`config.mk`:
```
export PLATFORM = sky130hd
export DESIGN_NAME = ahb_bus_arbiter
export DESIGN_NICKNAME = d
export VERILOG_FILES = /design/src/rtl/ahb_bus_arbiter.sv
export SDC_FILE = /design/constraint.sdc
export NUM_CORES = 1
export LEC_CHECK = 0
export BUFFER_PORTS_ARGS = -buffer_cell sky130_fd_sc_hd__buf_2
export CAP_MARGIN = 20
export CORE_MARGIN = 3
export CORE_UTILIZATION = 40
export DETAILED_ROUTE_END_ITERATION = 10
export GPL_TIMING_DRIVEN = 0
export HOLD_SLACK_MARGIN = 0.06
export PLACE_DENSITY = 0.72
export SKIP_LAST_GASP = 1
export SYNTH_ARGS = -nofsm -noshare
export SYNTH_HDL_FRONTEND = slang
export SYNTH_SLANG_ARGS = --single-unit
```
`constraint.sdc`:
```
create_clock -name HCLK -period 2.3 [get_ports HCLK]
set_input_delay 0 -clock HCLK [delete_from_list [all_inputs] [get_ports HCLK]]
set_output_delay 0 -clock HCLK [all_outputs]
set_load 0.01 [all_outputs]
```
`src/rtl/ahb_bus_arbiter.sv`:
```
// AHB2 round-robin bus arbiter with burst, lock and RETRY/SPLIT/ERROR handling.
// Optional split masking is compiled in when AHB_ARB_SPLIT_EN is defined.
module ahb_bus_arbiter #(
   parameter int NUM_MASTERS    = 4,
   parameter int DEFAULT_MASTER = 0
) (
   input  logic                   HCLK,
   input  logic                   HRESET,
   input  logic [NUM_MASTERS-1:0] HBUSREQ,
   input  logic [NUM_MASTERS-1:0] HLOCK,
   input  logic [1:0]             HTRANS,
   input  logic [2:0]             HBURST,
   input  logic                   HREADY,
   input  logic [1:0]             HRESP,
`ifdef AHB_ARB_SPLIT_EN
   input  logic [NUM_MASTERS-1:0] HSPLIT,
`endif
   output logic [NUM_MASTERS-1:0] HGRANT,
   output logic [3:0]             HMASTER,
   output logic                   HMASTLOCK
);

   localparam int IW = (NUM_MASTERS > 1) ? $clog2(NUM_MASTERS) : 1;
   localparam logic [IW-1:0] DEF_IDX = IW'(DEFAULT_MASTER);

   localparam logic [1:0] TR_IDLE   = 2'd0;
   localparam logic [1:0] TR_NONSEQ = 2'd2;
   localparam logic [1:0] TR_SEQ    = 2'd3;
   localparam logic [1:0] RSP_OKAY  = 2'd0;
   localparam logic [1:0] RSP_RETRY = 2'd2;
   localparam logic [1:0] RSP_SPLIT = 2'd3;

   typedef enum logic [1:0] {ARB, BURST, LOCKED, RESP} state_t;

   state_t                 state_reg, state_next;
   logic [3:0]             cnt_reg, cnt_next;
   logic [IW-1:0]          gnt_reg, gnt_next;
   logic [IW-1:0]          mst_reg;
   logic                   lock_reg;
   logic                   rearb;
   logic [IW-1:0]          rr_start;
   logic [NUM_MASTERS-1:0] elig_req;
`ifdef AHB_ARB_SPLIT_EN
   logic [NUM_MASTERS-1:0] mask_reg, mask_next, split_set;
`endif

   // First requester after 'start' in circular order; the start itself is checked last.
   function automatic logic [IW-1:0] rr_pick(input logic [NUM_MASTERS-1:0] req,
                                             input logic [IW-1:0] start);
      logic [IW-1:0] pick;
      logic [IW-1:0] cand;
      logic          found;
      int            j;
      pick  = DEF_IDX;
      found = 1'b0;
      for (int i = 1; i <= NUM_MASTERS; i++) begin
         j = int'(start) + i;
         if (j >= NUM_MASTERS) j = j - NUM_MASTERS;
         cand = IW'(j);
         if (!found && req[cand]) begin
            pick  = cand;
            found = 1'b1;
         end
      end
      return pick;
   endfunction

   always_comb begin
      state_next = state_reg;
      cnt_next   = cnt_reg;
      gnt_next   = gnt_reg;
      rearb      = 1'b0;
      rr_start   = gnt_reg;
`ifdef AHB_ARB_SPLIT_EN
      split_set  = '0;
`endif
      if (HREADY) begin
         case (state_reg)
            ARB: begin
               if (lock_reg || HLOCK[gnt_reg]) begin
                  state_next = LOCKED;
               end else if (HTRANS == TR_NONSEQ && HBURST >= 3'd2) begin
                  state_next = BURST;
                  case (HBURST)
                     3'd2, 3'd3: cnt_next = 4'd3;
                     3'd4, 3'd5: cnt_next = 4'd7;
                     default:    cnt_next = 4'd15;
                  endcase
               end else begin
                  rearb = 1'b1;
               end
            end
            BURST: begin
               // The grant moves as the count reaches 1, i.e. visible during the last beat.
               if (HTRANS == TR_IDLE) begin
                  state_next = ARB;
                  cnt_next   = 4'd0;
                  rearb      = (cnt_reg != 4'd1);
               end else if (HTRANS == TR_SEQ) begin
                  cnt_next = cnt_reg - 4'd1;
                  rearb    = (cnt_reg == 4'd2);
                  if (cnt_reg <= 4'd1) begin
                     state_next = ARB;
                     cnt_next   = 4'd0;
                  end
               end
            end
            LOCKED: begin
               if (!HLOCK[mst_reg]) begin
                  state_next = ARB;
                  rearb      = 1'b1;
               end
            end
            default: begin
               state_next = ARB;
               cnt_next   = 4'd0;
               rearb      = 1'b1;
               if (HRESP == RSP_RETRY || HRESP == RSP_SPLIT) rr_start = mst_reg;
`ifdef AHB_ARB_SPLIT_EN
               if (HRESP == RSP_SPLIT && mst_reg != DEF_IDX) split_set[mst_reg] = 1'b1;
`endif
            end
         endcase
      end else if (HRESP != RSP_OKAY) begin
         state_next = RESP;
      end
`ifdef AHB_ARB_SPLIT_EN
      mask_next = (mask_reg & ~HSPLIT) | split_set;
      elig_req  = HBUSREQ & ~(mask_reg | split_set);
`else
      elig_req  = HBUSREQ;
`endif
      if (rearb) gnt_next = rr_pick(elig_req, rr_start);
   end

   always_ff @(posedge HCLK or posedge HRESET) begin
      if (HRESET) begin
         state_reg <= ARB;
         cnt_reg   <= 4'd0;
         gnt_reg   <= DEF_IDX;
         mst_reg   <= DEF_IDX;
         lock_reg  <= 1'b0;
`ifdef AHB_ARB_SPLIT_EN
         mask_reg  <= '0;
`endif
      end else begin
         state_reg <= state_next;
         cnt_reg   <= cnt_next;
         gnt_reg   <= gnt_next;
`ifdef AHB_ARB_SPLIT_EN
         mask_reg  <= mask_next;
`endif
         if (HREADY) begin
            mst_reg  <= gnt_reg;
            lock_reg <= HLOCK[gnt_reg];
         end
      end
   end

   genvar gi;
   generate
      for (gi = 0; gi < NUM_MASTERS; gi++) begin : g_grant
         assign HGRANT[gi] = (gnt_reg == IW'(gi));
      end
   endgenerate

   assign HMASTER   = 4'(mst_reg);
   assign HMASTLOCK = lock_reg;

endmodule

```
* After elaboration in Yosys (flattened, before gate mapping)
Index checks and enable logic that the tools add are counted.
** Storage, ports and cells
- Flip-flop bits (word level) :: 11
- Word-level logic and storage cells :: 124
** Cells by class
- $add $sub $neg :: 9
- Order comparisons :: 12
- Bitwise gates (word level) :: 1
- Equal/unequal tests :: 22
- Reduce and logical (&&, ||, !) cells :: 19
- Mux-type cells :: 56
** Operators by type and width (number)
- 2-bit two-way mux :: 23
- 4-bit two-way mux :: 5
- 2-bit by 3-bit less-than comparator with 1-bit output (second input constant) :: 6
- 1-bit two-way mux :: 18
- 2-bit == test (second input constant) :: 7
- 1-bit binary-select mux with 2-bit select :: 6
- 4-bit inequality test (second input constant) :: 3
- 4-bit case mux with 3 select lines :: 1
- 5-bit AND reduction :: 2
- 3-bit greater-or-equal comparator (second input constant) :: 3
- 4-bit case mux with 2 select lines :: 1
- 2-bit by 1-bit subtractor with 2-bit output (second input constant) :: 4
- 2-bit by 2-bit adder with 3-bit output (second input constant) :: 2
- 3-bit by 2-bit == test with 1-bit output (second input constant) :: 2
- 3-bit == test (second input constant) :: 2
- 2-bit logical NOT :: 3
- 3-bit inequality test (second input constant) :: 2
- 2-bit case mux with 3 select lines :: 1
- 2-bit by 3-bit adder with 4-bit output (second input constant) :: 1
- 2-bit by 1-bit == test with 1-bit output (second input constant) :: 2
- 4-bit by 2-bit == test with 1-bit output (second input constant) :: 1
- 4-bit by 3-bit greater-or-equal comparator with 1-bit output (second input constant) :: 1
- 4-bit by 1-bit <= comparator with 1-bit output (second input constant) :: 1
- 1-bit logical AND :: 4
- other kinds (12) :: 18

* Longest topological paths before layout
Gate-level depths: netlist of the first run.
- Depth in word-level cells :: 24
- Mapped depth :: 7
- Gate-level depth less buffers :: 7

* Least setup slack after synthesis of the first run
OpenSTA, ideal clock, no wires.
- Path type :: flip-flop to flip-flop
- Start :: register gnt_reg[0]
- End :: register cnt_reg[1]
- Slack :: 165 ps
- Period minus slack after synthesis :: 2135 ps
- Arrival :: 2010 ps
- Library setup time :: 125 ps
- Data required time :: 2175 ps
- Cell stages (with the launch flop) :: 6
- Cells stage by stage :: dfrtp_1 -> buf_6 -> mux4_2 -> or4_4 -> a21bo_4 -> mux2_4
** On the way
- Longest elaborated chain between the ends :: 5
** RTL lines
- start, declared :: RTL line 37 : logic [IW-1:0] gnt_reg, gnt_next;
- start signal, assigned :: RTL line 149 : gnt_reg <= gnt_next;
- 1-bit binary-select mux with 2-bit select :: RTL line 80 : if (lock_reg || HLOCK[gnt_reg]) begin
- 1-bit two-way mux (not written as such) :: RTL line 80
- 1-bit logical OR :: RTL line 80
- 2-bit inequality test (no source line)
- 5-bit AND reduction (no source line)
- end signal, assigned :: RTL line 148 : cnt_reg <= cnt_next;
- end, declared :: RTL line 36 : logic [3:0] cnt_reg, cnt_next;
No other way between the ends. The select of a mux whose other input is x is not followed.
A chain may end at the register's enable or synchronous reset.

* Final worst setup path of the first run
Same ends and word-level chain as after synthesis.

==> results.sh, run 1 <==
export IMPL_ir_worst_vdd_mv=0.565
export IMPL_syn_area_per_cell_um2=9.02
export IMPL_required_ns=2.46
export IMPL_cp_start_kind="flip-flop"
export IMPL_switching_share=0.432
export IMPL_worst_ep_arrival_time_ns=2.39
export IMPL_wl_um=2050
export IMPL_start_util=0.432
export IMPL_holdPathStages=5
export IMPL_grt_pass1_wl_um=3440
export IMPL_hold_slack_ns=0.131
export IMPL_path_clk_slew_ns=0.07
export IMPL_slowest_delay_ns=0.55
export IMPL_grt_pass1_vias=816
export IMPL_root_buffer="clkbuf_4"
export IMPL_drive_gt1_frac=0.301
export IMPL_final_period_utilization=0.969
export IMPL_vias_per_cell=5.35
export IMPL_netlist_area_um2=983
export IMPL_cts_tree="built"
export IMPL_crit_type="reg -> reg"
export IMPL_p_sw_uw=563
export IMPL_syn_to_final_growth_pct=18.4
export IMPL_max_freq_mhz=449
export IMPL_reg2reg_depth=5
export IMPL_pin_count=27
export IMPL_syn_inst=109
export IMPL_cp_num_cells=5
export IMPL_skew_ns=0.00165
export IMPL_maxSlewHeadroom=0.571
export IMPL_track_usage=0.138
export IMPL_die_x_um=55.6
export IMPL_critPathMaxFanout=9
export IMPL_portBuffers=22
export IMPL_worst_slew_pin_slew_ns=0.638
export IMPL_dp_slack_ns=0.0464
export IMPL_ys_seq_area_frac=0.280
export IMPL_status="completed"
export IMPL_cts_resized=0
export IMPL_worst_slack_ns=0.0720
export IMPL_synth_ff_type="dfrtp_1"
export IMPL_cp_slowest_cell="mux4_2"
export IMPL_p_per_area_nw_per_um2=1120
export IMPL_fin_util=0.512
export IMPL_ys_types=40
export IMPL_fp_coreArea_um2=2280
export IMPL_synth_top_area_frac=0.280
export IMPL_clkLatencyLatePin_ns=0.27
export IMPL_synth_area_leaders="dfrtp_1 (28%), ha_1 (7.6%), mux2_2 (6.9%), o21ai_0 (5.6%), inv_1 (4.6%)"
export IMPL_wire_per_inst_um=12.5
export IMPL_postCtsSetupBuffers=0
export IMPL_rsz0062_at_grt="false"
export IMPL_synth_edff_count=0
export IMPL_gp_congestion=0.786
export IMPL_cts_buffers=3
export IMPL_ant_nets=0
export IMPL_async_flop_share=1.00
export IMPL_ys_ff_latch=11
export IMPL_layout_nets=161
export IMPL_die_h_um=55.6
export IMPL_finalSetupViolations=0
export IMPL_drv_slew=0
export IMPL_crit_chain="buf_6, mux4_2, or4_4, a21bo_4, mux2_4"
export IMPL_cp_num_buf_inv=1
export IMPL_die_area_um2=3090
export IMPL_critPathTopFamily="multiplexers"
export IMPL_grt_ovfl_total=0
export IMPL_setup_tns_ns=0
export IMPL_rows=17
export IMPL_antenna_cells=0
export IMPL_crit_path_end_kind="flip-flop"
export IMPL_yosys_warnings=0
export IMPL_largest_register_ff_count=4
export IMPL_dr_pass1_iters=4
export IMPL_drt_iter0_markers=18
export IMPL_hpwl_um=1630
export IMPL_cap_violations=0
export IMPL_antenna_found_initial=0
export IMPL_r2r_slack_ns=0.07
export IMPL_combPwrFrac=0.564
export IMPL_n_fill_cell=212
export IMPL_grt_max_degree=12
export IMPL_power_share_clock=0.100
export IMPL_drc=0
export IMPL_clock_sinks=11
export IMPL_min_period_ns=2.23
export IMPL_hold_viol=0
export IMPL_yosys_area_top_type="dfrtp_1"
export IMPL_vias=878
export IMPL_htree_levels=1
export IMPL_hp_class="in -> reg"
export IMPL_clk_path_buf_depth=2
export IMPL_intPower_uw=741
export IMPL_seqPwrFrac=0.336
export IMPL_p_leak_uw=0.000576
-- cell usage after synthesis (2+ instances only) --
master    instances
inv_1            12
dfrtp_1          11
o21ai_0          11
nor2_1            9
ha_1              6
mux2_2            6
mux2i_1           4
a21oi_1           3
nand2_1           3
nand2b_1          3
nor3_1            3
nor3b_1           3
o211ai_1          3
a31oi_1           2
buf_4             2
clkbuf_1          2
mux4_2            2
xor2_1            2
-- repair_timing --
| item | 4_1_cts | 5_1_grt |
|---|---|---|
| endpoints found under the setup margin | 0 | 2 |
| hold endpoints to repair | 11 | 0 |
| hold buffers | 1 | 0 |
-- cell usage in the layout, fill, tap and decap left out, types with 3 or more instances in the layout --
cell type / synthesis / final
o21ai_0: 11 / 11
nand2_1: 3 / 3
mux2i_1: 4 / 4
nor3b_1: 3 / 3
inv_1: 12 / 12
dfrtp_1: 11 / 11
o211ai_1: 3 / 3
nand2b_1: 3 / 3
nor3_1: 3 / 3
mux2_2: 6 / 6
nor2_1: 9 / 9
ha_1: 6 / 6
clkbuf_4: 0 / 3
buf_2: 0 / 22
a21oi_1: 3 / 3
-- power by group through the flow --
stage / Combinational, uW / Clock [uW] / Sequential (uW)
floorplan: 577 / 0 / 401
global placement: 745 / 0 / 415
detailed placement: 764 / 0 / 419
CTS: 771 / 138 / 414
global route: 824 / 141 / 458
finish: 735 / 131 / 439
-- stage by stage --
stage	std cells	area, um^2	total power (uW)
2_1_floorplan	110	987	977
3_3_place_gp	160	1130	1160
3_5_place_dp	160	1130	1180
4_1_cts	165	1170	1320
5_1_grt	164	1160	1420
6_report	164	1160	1300
-- cell type report --
cell class | count | area [um^2] | area share
multi-input combinational | 82 | 633 | 0.544
tap | 28 | 35.0 | 0.0301
sequential | 11 | 275 | 0.236
inverter | 12 | 45.0 | 0.0387
clock buffer | 4 | 26.3 | 0.0226
timing repair buffer | 23 | 120 | 0.103
buffer | 4 | 30.0 | 0.0258
-- cell families after synthesis --
kind of cell             count (synthesis)  synth area share
flip-flops                              11             0.280
AND/OR/NAND/NOR                         31             0.177
AO/OA/AOI/OAI                           28             0.195
other                                    1           0.00381
adder cells (fa/ha/maj)                  6            0.0763
buffers and inverters                   17            0.0801
XOR/XNOR                                 2            0.0178
multiplexers                            13             0.170
-- worst paths after layout --
kind | to | from
max in group asynchronous | state_reg[0] | HRESET
min in group asynchronous | cnt_reg[2] | HRESET
setup reg to reg | cnt_reg[1] | gnt_reg[0]
setup / recovery | cnt_reg[1] | gnt_reg[0]
hold / removal | state_reg[1] | HRESP[0]
hold reg to reg | cnt_reg[1] | cnt_reg[1]
-- worst min-delay path: stages --
cell     delay (ns)
buf_2          0.08
nor2_1         0.03
nor2_1         0.11
o21ai_0        0.08
o21ai_0        0.06
-- per-layer routing --
| metal | global-route usage | vias to the layer above | wire [um] |
|---|---|---|---|
| li1 | - | 442 | - |
| met3 | 0.0139 | 3 | 84 |
| met1 | 0.169 | 410 | 945 |
| met2 | 0.231 | 23 | 987 |
| met4 | 0.0833 | 0 | 34 |
| met5 | 0 | - | 0 |
No activity file was read; power rests on OpenSTA's default activity.
==> inputs of run 2 (changes only) <==
--- a/config.mk
+++ b/config.mk
@@ -7,12 +7,12 @@
 export LEC_CHECK = 0
 export BUFFER_PORTS_ARGS = -buffer_cell sky130_fd_sc_hd__buf_2
 export CAP_MARGIN = 20
-export CORE_MARGIN = 3
-export CORE_UTILIZATION = 40
+export CORE_MARGIN = 4
+export CORE_UTILIZATION = 46
 export DETAILED_ROUTE_END_ITERATION = 10
 export GPL_TIMING_DRIVEN = 0
 export HOLD_SLACK_MARGIN = 0.06
-export PLACE_DENSITY = 0.72
+export PLACE_DENSITY = 0.8
 export SKIP_LAST_GASP = 1
 export SYNTH_ARGS = -nofsm -noshare
 export SYNTH_HDL_FRONTEND = slang
==> run 2 against run 1 <==
Critical path type unchanged. Register-to-register slack hardly changed. Non-clock buffer count is the same. Setup slack worse by 0.014 ns. Maximum frequency decreased by 0.64%. Clock-buffer cell count decreased by 1. Largest power group unchanged.
==> results.sh, run 2 (synthesized netlist as in run 1, its figures left out) <==
export IMPL_fp_coreArea_um2=2000
export IMPL_antenna_cells=0
export IMPL_portBuffers=22
export IMPL_pin_count=27
export IMPL_start_util=0.491
export IMPL_ir_worst_vdd_mv=0.724
export IMPL_finalSetupViolations=0
export IMPL_die_h_um=54.2
export IMPL_clk_path_buf_depth=2
export IMPL_critPathMaxFanout=9
export IMPL_cp_start_kind="flip-flop"
export IMPL_min_to="state_reg[1]"
export IMPL_holdPathStages=5
export IMPL_drt_iter0_markers=32
export IMPL_setup_tns_ns=0
export IMPL_n_fill_cell=171
export IMPL_r2r_slack_ns=0.06
export IMPL_layout_nets=161
export IMPL_drv_slew=0
export IMPL_layout_commonest_cell="buf_2"
export IMPL_seqCellArea_um2=275
export IMPL_grt_max_degree=12
export IMPL_root_buffer="clkbuf_4"
export IMPL_min_period_ns=2.24
export IMPL_path_clk_slew_ns=0.08
export IMPL_largest_register_ff_count=4
export IMPL_reg2reg_depth=5
export IMPL_required_ns=2.46
export IMPL_wl_um=2090
export IMPL_ant_nets=0
export IMPL_crit_path_end_kind="flip-flop"
export IMPL_cap_violations=0
export IMPL_antenna_found_initial=0
export IMPL_finalInstanceArea_um2=1160
export IMPL_final_period_utilization=0.975
export IMPL_hpwl_um=1670
export IMPL_hold_viol=0
export IMPL_p_leak_uw=0.000579
export IMPL_grt_pass1_wl_um=3400
export IMPL_syn_to_final_growth_pct=18.4
export IMPL_drc=0
export IMPL_hp_class="in -> reg"
export IMPL_holdCritStartpoint="HRESP[0]"
export IMPL_die_area_um2=2940
export IMPL_crit_type="reg -> reg"
export IMPL_multiInputGateArea_um2=633
export IMPL_worst_ep_arrival_time_ns=2.40
export IMPL_track_usage=0.160
export IMPL_htree_levels=1
export IMPL_drive_gt1_frac=0.309
export IMPL_rows=16
export IMPL_p_per_area_nw_per_um2=1130
export IMPL_skew_ns=0.0120
export IMPL_cts_buffers=3
export IMPL_status="completed"
export IMPL_gp_congestion=0.859
export IMPL_clock_sinks=11
export IMPL_wire_per_inst_um=12.8
export IMPL_cts_resized=0
export IMPL_vias_per_cell=5.56
export IMPL_die_x_um=54.2
export IMPL_clkLatencyLatePin_ns=0.28
export IMPL_maxSlewHeadroom=0.572
export IMPL_layout_common_cells="buf_2 (22), inv_1 (12), dfrtp_1 (11), o21ai_0 (11), nor2_1 (9)"
export IMPL_vias=906
export IMPL_rsz0062_at_grt="false"
export IMPL_postCtsSetupBuffers=0
export IMPL_cts_tree="built"
export IMPL_place_area_um2=1130
export IMPL_grt_pass1_vias=791
export IMPL_max_freq_mhz=446
export IMPL_r2r_end="cnt_reg[1]"
export IMPL_reg2reg_from="gnt_reg[0]"
export IMPL_dr_pass1_iters=4
export IMPL_worst_slew_pin_slew_ns=0.637
export IMPL_grt_ovfl_total=0
[run 2: critical path, cell delays in order (launching register included)]
cell and delay (ns):
dfrtp_1 0.35, buf_6 0.13, mux4_2 0.54, or4_4 0.54, a21bo_4 0.26, mux2_4 0.29
[run 2: worst max path at each step]
stage / cells past startpoint / slack, ns / from / endpoint
floorplan: 5 / 0.16 / gnt_reg[0] / cnt_reg[1]
global placement: 5 / 0.1 / gnt_reg[0] / cnt_reg[1]
detailed placement: 5 / 0.05 / gnt_reg[1] / cnt_reg[1]
CTS: 5 / 0.03 / gnt_reg[1] / cnt_reg[1]
global route: 5 / 0.006 / gnt_reg[0] / cnt_reg[1]
finish: 5 / 0.06 / gnt_reg[0] / cnt_reg[1]
[run 2: what timing repair did]
| action | 4_1_cts | 5_1_grt |
|---|---|---|
| endpoints found under the setup margin | 0 | 2 |
| hold buffers | 1 | 0 |
| hold endpoints to repair | 11 | 0 |
[run 2: through the flow]
stage                     hold WS (ns)  utilization  cells  power, uW  worst slack, ns
final                            0.122        0.582    163       1310           0.0577
after global routing             0.140        0.582    163       1430          0.00613
after CTS                        0.110        0.584    164       1320           0.0315
after detailed placement        0.0248        0.565    159       1180           0.0547
after global placement          0.0103        0.565    159       1150           0.0965
after floorplan                 -0.148            -    110        977            0.165
[run 2: per-layer routing]
layer  global-route usage  wire length [um]  share of wire
met3               0.0572               129          0.062
met1                0.200               929           0.44
met2                0.267              1020           0.49
met4               0.0290                 8         0.0038
met5                    0                 0              0
[run 2: layout make-up]
class / count / area share
Buffer: 4 / 0.0258
Clock buffer: 3 / 0.0193
Clock inverter: 1 / 0.00430
Inverter: 12 / 0.0387
Multi-Input combinational cell: 82 / 0.544
Sequential cell: 11 / 0.236
Tap cell: 27 / 0.0290
Timing Repair Buffer: 23 / 0.103
[run 2: power breakdown]
part           switching [uW]  internal [uW]  total, uW
logic                     352            385        737
registers                 148            290        438
clock network            72.8           64.6        137
total                     573            740       1310
==> inputs of run 3 (changes only) <==
--- a/config.mk
+++ b/config.mk
@@ -5,14 +5,16 @@
 export SDC_FILE = /design/constraint.sdc
 export NUM_CORES = 1
 export LEC_CHECK = 0
+export ABC_AREA = 1
 export BUFFER_PORTS_ARGS = -buffer_cell sky130_fd_sc_hd__buf_2
 export CAP_MARGIN = 20
 export CORE_MARGIN = 4
-export CORE_UTILIZATION = 46
+export CORE_UTILIZATION = 48
 export DETAILED_ROUTE_END_ITERATION = 10
 export GPL_TIMING_DRIVEN = 0
 export HOLD_SLACK_MARGIN = 0.06
-export PLACE_DENSITY = 0.8
+export PLACE_DENSITY = 0.81
+export SETUP_SLACK_MARGIN = 0.3
 export SKIP_LAST_GASP = 1
 export SYNTH_ARGS = -nofsm -noshare
 export SYNTH_HDL_FRONTEND = slang
==> run 3 against run 2 <==
Register-to-register slack better by 0.43 ns. Maximum frequency up 24%. Design area up 20%. Area after synthesis up 21%.
==> results.sh, run 3 <==
export IMPL_status="completed"
export IMPL_reg2reg_from="gnt_reg[0]"
export IMPL_ir_worst_vdd_mv=0.669
export IMPL_wl_um=2590
export IMPL_drc=0
export IMPL_dr_pass1_iters=4
export IMPL_finalInstanceArea_um2=1390
export IMPL_postCtsSetupBuffers=0
export IMPL_synth_area_mux_share=0
export IMPL_layout_nets=251
export IMPL_rows=17
export IMPL_skew_ns=0.000779
export IMPL_min_period_ns=1.81
export IMPL_drv_slew=0
export IMPL_vias_per_cell=4.93
export IMPL_p_leak_uw=0.000818
export IMPL_ys_top_cells_by_count="nand2_1 (76), inv_1 (22), nor2_1 (18)"
export IMPL_ys_types=22
export IMPL_setup_tns_ns=0
export IMPL_min_to="HMASTLOCK"
export IMPL_hold_viol=0
export IMPL_antenna_found_initial=0
export IMPL_synth_area_leaders="nand2_1 (24%), dfrtp_1 (23%), inv_1 (6.9%), ha_1 (6.3%), nand2_2 (6.3%)"
export IMPL_synth_xor_xnor_area_share=0.0147
export IMPL_grt_pass1_wl_um=4630
export IMPL_ys_ff_latch=11
export IMPL_start_util=0.519
export IMPL_portBuffers=23
export IMPL_clock_sinks=11
export IMPL_place_area_um2=1350
export IMPL_wire_per_inst_um=10.2
export IMPL_hp_class="in -> reg"
export IMPL_async_flop_share=1.00
export IMPL_layout_commonest_cell="nand2_1"
export IMPL_die_x_um=57.8
export IMPL_syn_inst=196
export IMPL_holdCritStartpoint="HLOCK[2]"
export IMPL_clkLatencyLatePin_ns=0.28
export IMPL_final_period_utilization=0.786
export IMPL_largest_register_ff_count=4
export IMPL_yosys_area_top_type="nand2_1"
export IMPL_rsz0062_at_grt="false"
export IMPL_critPathMaxFanout=7
export IMPL_required_ns=2.46
export IMPL_clk_path_buf_depth=2
export IMPL_worst_ep_arrival_time_ns=1.96
export IMPL_synth_edff_count=0
export IMPL_syn_area_per_cell_um2=6.08
export IMPL_ant_nets=0
export IMPL_fin_util=0.606
export IMPL_max_freq_mhz=553
export IMPL_synth_top_area_frac=0.239
export IMPL_synth_top_family_by_area="simple AND/OR/NAND/NOR gates"
export IMPL_r2r_slack_ns=0.49
export IMPL_finalSetupViolations=0
export IMPL_gp_congestion=0.813
export IMPL_holdPathStages=3
export IMPL_r2r_end="cnt_reg[1]"
export IMPL_reg2reg_depth=10
export IMPL_drive_gt1_frac=0.212
export IMPL_grt_max_degree=12
export IMPL_crit_path_end_kind="flip-flop"
export IMPL_track_usage=0.172
export IMPL_cts_tree="built"
export IMPL_ys_seq_area_frac=0.231
export IMPL_synth_most_common_cell="nand2_1"
export IMPL_cts_buffers=3
export IMPL_grt_pass1_vias=1138
export IMPL_layout_common_cells="nand2_1 (76), buf_2 (23), inv_1 (22)"
export IMPL_synth_compound_area_share=0.119
export IMPL_grt_ovfl_total=0
export IMPL_hold_slack_ns=0.112
export IMPL_power_total_uw=1710
export IMPL_die_h_um=57.8
export IMPL_synthAdderAreaFrac=0.0630
export IMPL_pin_count=27
export IMPL_crit_type="reg -> reg"
export IMPL_root_buffer="clkbuf_4"
export IMPL_antenna_cells=0
export IMPL_cap_violations=0
export IMPL_path_clk_slew_ns=0.07
export IMPL_yosys_warnings=0
export IMPL_vias=1252
export IMPL_netlist_area_um2=1190
export IMPL_synth_ff_type="dfrtp_1"
export IMPL_synth_simple_gate_area_share=0.488
export IMPL_drt_iter0_markers=38
export IMPL_syn_to_final_growth_pct=16.8
export IMPL_n_fill_cell=233
export IMPL_fp_coreArea_um2=2300
export IMPL_p_per_area_nw_per_um2=1230
export IMPL_hpwl_um=2140
export IMPL_htree_levels=1
export IMPL_die_area_um2=3350
export IMPL_cp_start_kind="flip-flop"
==> run 3: cell count changes after synthesis, moves of 3 or more <==
cell / before / now
a21oi_1: 3 / 7
inv_1: 12 / 22
mux2_2: 6 / 0
mux2i_1: 4 / 0
nand2_1: 3 / 76
nand2_2: 0 / 12
nand2_4: 0 / 5
nand2b_1: 3 / 0
nand3_1: 1 / 11
nor2_1: 9 / 18
nor3b_1: 3 / 0
o211ai_1: 3 / 0
==> run 3: what timing repair did <==
action / 4_1_cts / 5_1_grt
hold buffers: 2 / 0
gates resized for setup: 0 / 0
hold endpoints to repair: 12 / 0
==> run 3: worst max-delay path by stage <==
stage                       from         end  depth (start not counted)
finish                gnt_reg[0]  cnt_reg[1]                         10
global route          gnt_reg[0]  cnt_reg[0]                         10
CTS                   gnt_reg[0]  cnt_reg[1]                         10
detailed placement    gnt_reg[0]  cnt_reg[1]                         10
global placement      gnt_reg[0]  cnt_reg[0]                         10
floorplan           state_reg[1]  gnt_reg[1]                         13
==> run 3: cell type report <==
class,count,area [um^2],share of cell area
repair buffers,25,135,0.0970
multi-input cells,162,823,0.591
flip-flops and latches,11,275,0.198
inverters,22,82.6,0.0593
well taps,28,35.0,0.0252
plain buffers,2,15.0,0.0108
clock buffers,4,26.3,0.0189
==> run 3: power breakdown <==
part	switching, uW	leakage (uW)	total [uW]	internal (uW)
logic	750	0.000668	1170	417
clock network	71.8	0.0000150	139	67.4
registers	120	0.000135	402	282
total	942	0.000818	1710	767
==> run 3: metrics by stage <==
stage | instances | setup WS, ns
2_1_floorplan | 197 | 0.776
3_3_place_gp | 248 | 0.535
3_5_place_dp | 248 | 0.496
4_1_cts | 254 | 0.485
5_1_grt | 254 | 0.300
6_report | 254 | 0.491
==> run 3: layer usage <==
| layer | up-vias | GRT usage | share of wire | wire length (um) |
|---|---|---|---|---|
| met5 | - | 0 | 0 | 0 |
| met4 | 0 | 0.0497 | 0.013 | 34 |
| met3 | 5 | 0.0267 | 0.036 | 94 |
| met2 | 22 | 0.298 | 0.48 | 1250 |
| met1 | 550 | 0.218 | 0.47 | 1210 |
| li1 | 675 | - | - | - |
==> run 3: cells by family (layout without fill, tap and decap cells) <==
| logic type | count (synthesis) | after routing |
|---|---|---|
| AO/OA/AOI/OAI | 25 | 25 |
| flip-flops | 11 | 11 |
| AND/OR/NAND/NOR | 127 | 127 |
| XOR/XNOR | 2 | 2 |
| buffers and inverters | 24 | 53 |
| adder cells (fa/ha/maj) | 6 | 6 |
| other | 1 | 2 |
==> run 3: worst max-delay path: stages (launching register included) <==
cell and delay, ns:
dfrtp_1 0.46, inv_1 0.12, nor2_1 0.06, nand2_1 0.06, nand3_1 0.06, a21oi_1 0.19, nand2_1 0.10, a21oi_1 0.23
nand2_1 0.20, nor2_1 0.13, a21oi_1 0.06
